==> src/rtl/riscv_pkg.sv <==
// riscv_pkg: shared RISC-V load/store size and sign encodings (Funct3).
package riscv_pkg;
  localparam logic [2:0] F3_B  = 3'b000;
  localparam logic [2:0] F3_H  = 3'b001;
  localparam logic [2:0] F3_W  = 3'b010;
  localparam logic [2:0] F3_BU = 3'b100;
  localparam logic [2:0] F3_HU = 3'b101;
endpackage

==> src/rtl/data_mem.sv <==
// data_mem: word-organised data array with byte-enable writes and a combinational read port.
module data_mem #(
  parameter int DEPTH = 64,
  localparam int AW = $clog2(DEPTH)
) (
  input  logic          clk,
  input  logic          we_i,
  input  logic [3:0]    be_i,
  input  logic [AW-1:0] addr_i,
  input  logic [31:0]   wdata_i,
  output logic [31:0]   rdata_o
);
  logic [31:0] mem_q [DEPTH];
  // Contents are intentionally never reset.
  always_ff @(posedge clk) begin
    for (int i = 0; i < 4; i++)
      if (we_i && be_i[i]) mem_q[addr_i][8*i +: 8] <= wdata_i[8*i +: 8];
  end
  assign rdata_o = mem_q[addr_i];
endmodule

==> src/rtl/memory_cc.sv <==
// memory_cc: M stage data access with load extension, misalign detection and the MEM/WB register.
module memory_cc
  import riscv_pkg::*;
#(
  parameter int DEPTH = 64
) (
  input  logic        clk,
  input  logic        rst,
  input  logic        RegWriteM,
  input  logic        ResultSrcM,
  input  logic        MemWriteM,
  input  logic [2:0]  Funct3M,
  input  logic [4:0]  RDM,
  input  logic [31:0] ALUResultM,
  input  logic [31:0] WriteDataM,
  output logic        RegWriteW,
  output logic        ResultSrcW,
  output logic [4:0]  RDW,
  output logic [31:0] ALUResultW,
  output logic [31:0] ReadDataW,
  output logic [31:0] ResultW,
  output logic        MisalignW
);
  localparam int AW = $clog2(DEPTH);
  logic [31:0] rdata, wdata, ext, read_d;
  logic [15:0] rh;
  logic [7:0]  rb;
  logic [3:0]  be;
  logic        valid, mis, we;
  logic        regwrite_q, resultsrc_q, mis_q;
  logic [4:0]  rd_q;
  logic [31:0] alu_q, read_q;
  assign rb = rdata[{ALUResultM[1:0], 3'b000} +: 8];
  assign rh = ALUResultM[1] ? rdata[31:16] : rdata[15:0];
  always_comb begin
    be    = 4'b0000;
    wdata = WriteDataM;
    ext   = '0;
    valid = 1'b1;
    case (Funct3M)
      F3_B, F3_BU: begin
        be    = 4'b0001 << ALUResultM[1:0];
        wdata = {4{WriteDataM[7:0]}};
        ext   = Funct3M[2] ? {24'b0, rb} : {{24{rb[7]}}, rb};
      end
      F3_H, F3_HU: begin
        be    = ALUResultM[1] ? 4'b1100 : 4'b0011;
        wdata = {2{WriteDataM[15:0]}};
        ext   = Funct3M[2] ? {16'b0, rh} : {{16{rh[15]}}, rh};
      end
      F3_W: begin
        be  = 4'b1111;
        ext = rdata;
      end
      default: valid = 1'b0;
    endcase
  end
  assign mis = ((Funct3M == F3_H || Funct3M == F3_HU) && ALUResultM[0]) ||
               (Funct3M == F3_W && ALUResultM[1:0] != 2'b00);
  // Gating with rst drops a store whose edge falls while reset is held.
  assign we     = MemWriteM && valid && !mis && rst;
  assign read_d = (valid && !mis) ? ext : '0;
  data_mem #(.DEPTH(DEPTH)) u_mem (
    .clk    (clk),
    .we_i   (we),
    .be_i   (be),
    .addr_i (ALUResultM[AW+1:2]),
    .wdata_i(wdata),
    .rdata_o(rdata)
  );
  always_ff @(posedge clk or negedge rst) begin
    if (!rst) begin
      regwrite_q  <= 1'b0;
      resultsrc_q <= 1'b0;
      mis_q       <= 1'b0;
      rd_q        <= '0;
      alu_q       <= '0;
      read_q      <= '0;
    end else begin
      regwrite_q  <= RegWriteM;
      resultsrc_q <= ResultSrcM;
      mis_q       <= mis;
      rd_q        <= RDM;
      alu_q       <= ALUResultM;
      read_q      <= read_d;
    end
  end
  assign RegWriteW  = regwrite_q;
  assign ResultSrcW = resultsrc_q;
  assign MisalignW  = mis_q;
  assign RDW        = rd_q;
  assign ALUResultW = alu_q;
  assign ReadDataW  = read_q;
  assign ResultW    = resultsrc_q ? read_q : alu_q;
endmodule

==> config.mk <==
export PLATFORM = sky130hd
export DESIGN_NAME = memory_cc
export DESIGN_NICKNAME = d
export VERILOG_FILES = /design/src/rtl/riscv_pkg.sv /design/src/rtl/data_mem.sv /design/src/rtl/memory_cc.sv
export SDC_FILE = /design/constraint.sdc
export NUM_CORES = 2
export LEC_CHECK = 0
export BUFFER_PORTS_ARGS = -buffer_cell sky130_fd_sc_hd__buf_2
export CAP_MARGIN = 20
export CORE_MARGIN = 2
export CORE_UTILIZATION = 45
export CTS_CLUSTER_DIAMETER = 150
export DETAILED_ROUTE_END_ITERATION = 7
export PLACE_DENSITY = 0.63
export SYNTH_ARGS = -nofsm -noshare
export SYNTH_HDL_FRONTEND = slang
export SYNTH_SLANG_ARGS = --single-unit
export TNS_END_PERCENT = 1
==> constraint.sdc <==
create_clock -name clk -period 3.6 [get_ports clk]
set_clock_uncertainty 0.15 [all_clocks]
set_input_delay 0.72 -clock clk [delete_from_list [all_inputs] [get_ports clk]]
set_output_delay 0.72 -clock clk [all_outputs]
set_load 0.02 [all_outputs]
==> flow_summary.toml <==
[synth]
synth.distinct_cells = 67
syn_area_per_cell_um2 = 17.4
yosys-top-cells-area = "edfxtp_1 76%, a22oi_1 3.0%, mux2i_1 2.3%, dfrtp_1 2.2%, mux4_2 1.8%"
synth_area_um2 = 81000
yosysTopAreaCell = "edfxtp_1"
synth_warnings = 0
ys_seq_elements = 2120
ys_seq_area_frac = 0.781
syn_nets = 4746
ys.flop_type = "edfxtp_1"
yosys.area.top_type_share = 0.759
synth-edff-count = 2048
synthArstFlopShare = 0.0340
synth_cells = 4669

[pwr]
p_leak_nw = 32.9
p_sw_frac = 0.230
p_int_mw = 39.9
power_frac_clock = 0.399
seq_power_share = 0.527
vdd_drop_max_uv = 463
p_comb_frac = 0.074
switching_power_mw = 11.9
power_density_nw_per_um2 = 528

[status]
status = "finished, final reports clean"

[clocking]
clock_latency_ns = 0.87
clk_pin_slew_ns = 0.06
numCtsBuffers = 206
cts_tree = "built"
clock-sinks = 2120
cts_root_buf = "clkbuf_16"
clockBufferDepth = 3
cts_setup_buffers = 0
htree_levels = 4

[drt]
viasPerCell = 6.45
wire_per_inst_um = 35.1
ant_nets = 0
drt_pre_antenna_iters = 7
wl_um = 286000
drt-initial-drc-count = 8933
drcViolationCount = 0
vias = 52500

[final_layout]
drive_gt1_frac = 0.272
layout_common_cells = "2,048 x edfxtp_1, 765 x buf_4, 339 x nor2_1, 329 x a22oi_1, 208 x clkbuf_16"
final_area_um2 = 98200
layout_commonest_cell = "edfxtp_1"
finalCoreUtilization = 0.550
layout-area-overhead-vs-synth_pct = 21.2
final_nets = 5706

[placement]
hpwl_um = 194000
placed_cell_area_um2 = 91400
port_buffers = 180
place_congestion = 0.968

[sta]
tightest_slew_ns = 1.12
drv_slew = 0
hold_viol_final = 0
maxSlewHeadroom = 0.249
rsz0062_at_grt = "false"
holdWs_ns = 0.0551
post-route-period-util = 0.942
fin_crit_ns = 3.39
setup_viol = 0
fmax_ghz = 0.295

[setup_path]
crit_required_ns = 4.18
critPathKind = "in -> reg"
critical_path.slowest_cell = "a2111oi_0"
timing.rr.start = "u_mem.mem_q[6][0]"
critical_path_arrival_ns = 3.97
cp-start-kind = "primary input"
crit_path_max_fanout = 16
max_stage_delay_ns = 0.53
rr_worst_depth = 8
path_cells = "buf_8 -> buf_12 -> buf_12 -> mux4_2 -> nor2_1 -> o21ai_0 -> a2111oi_0 -> buf_4 -> nand4_1 -> buf_4 -> a22oi_1 -> buf_4 -> o22ai_1"
reg2reg_to = "ReadDataW[0]"
endpoint_kind = "flip-flop"
crit_top_cell = "buf_4"
r2r_slack_ns = 0.36

[grt]
grt.overflow.total = 0
grt_pass1_vias = 49800
grt_max_degree = 73
grt_usage = 0.305
antenna_found_initial = 14
grt_pass1_wl_um = 393000

[floorplanning]
start_util = 0.454
core-area_um2 = 179000
dieWidth_um = 428
fp-row-count = 155
ioPinCount = 181
die_area_um2 = 183000
die_h_um = 428

[worst_hold_path]
hp-class = "in -> reg"
hold_path_depth = 2
min_from = "ALUResultM[0]"
holdPathEnd = "ALUResultW[0]"

[run]
maxCapViolCount = 0
[power groups by stage]
stage                     logic (mW)  registers, mW  clock network (mW)
after global placement          3.61           27.8                   0
final                           3.83           27.3                20.7
after detailed placement        3.65           27.8                   0
after global routing            3.91           27.3                21.7
after CTS                       3.69           27.3                20.8
after floorplan                 1.51           27.9                   0
[worst max-delay path, delay by kind of cell]
kind | cells | cell delay (ns)
compound gates | 4 | 0.98
buf+inv | 6 | 1.28
mux | 1 | 0.50
simple gates | 2 | 0.44
[kinds of logic after synthesis]
family | share of synthesized area
compound gates | 0.103
mux | 0.0602
flops | 0.781
simple gates | 0.0355
buf+inv | 0.0199
[area by class of cell]
class | count | area [um^2]
clock inverters | 92 | 925
fillers | 13800 | 80400
well taps | 2355 | 2950
repair buffers | 1084 | 9120
clock buffers | 273 | 5490
inverters | 16 | 65.1
multi-input cells | 2201 | 16400
diodes | 6 | 15.0
flip-flops and latches | 2120 | 63300
[how the worst max path moves through the flow]
stage                              from            endpoint  slack (ns)  depth (start not counted)
after floorplan              Funct3M[1]  u_mem.mem_q[0][24]       -0.89                          3
after global placement    ALUResultM[4]       ReadDataW[16]       -0.52                         13
after detailed placement  ALUResultM[4]       ReadDataW[17]       -0.61                         13
after CTS                 ALUResultM[4]       ReadDataW[17]        0.26                         13
after global routing      ALUResultM[3]        ReadDataW[8]        0.13                         13
final                     ALUResultM[3]        ReadDataW[8]        0.21                         13
[timing repair]
item | 4_1_cts | 5_1_grt
hold buffers | 33 | 0
setup endpoints to repair | 0 | 22
hold endpoints to repair | 104 | 0
gates resized for setup | 0 | 1
[metal layers]
metal  routed length, um  share of wire  global-route usage  up-vias
met5                 128        0.00045                   0        -
met4               16400          0.057               0.149       20
met3               39500           0.14              0.0958      733
met2              126000           0.44               0.457     4156
met1              104000           0.36               0.405    26700
li1                    -              -                   -    20900
[synthesized netlist by cell type (11+ instances only)]
cell	count
dfrtp_1	72
a31oi_1	116
mux4_2	66
buf_2	88
o21ai_0	81
a221oi_1	160
nand2_1	200
o221ai_1	13
a221o_1	29
nor2_1	344
a22oi_1	329
inv_1	15
and3_1	12
a222oi_1	24
a21oi_1	126
edfxtp_1	2048
o22ai_1	67
o31ai_1	11
clkbuf_1	170
nor3_1	16
a22o_1	103
mux2_2	129
nand4_1	25
o2bb2ai_1	18
nand3_1	18
buf_1	37
buf_6	14
mux2i_1	188
buf_4	22
[registers in the layout (all words and copies together) (netlist names)]
register / cells
ReadDataW: 32
MisalignW: 1
RegWriteW: 1
ResultSrcW: 1
u_mem.mem_q: 2048
RDW: 5
ALUResultW: 32
[per-stage QoR]
stage	instances	worst slack, ns	power (mW)	setup TNS (ns)
after global placement	7733	-0.524	31.4	-16.22
after floorplan	4669	-0.894	29.4	-456.75
final	8147	0.207	51.8	0
after detailed placement	7736	-0.613	31.5	-18.95
after global routing	8141	0.134	53.0	0
after CTS	8134	0.264	51.8	0
Note: power is estimated with default switching activity, not from simulation.
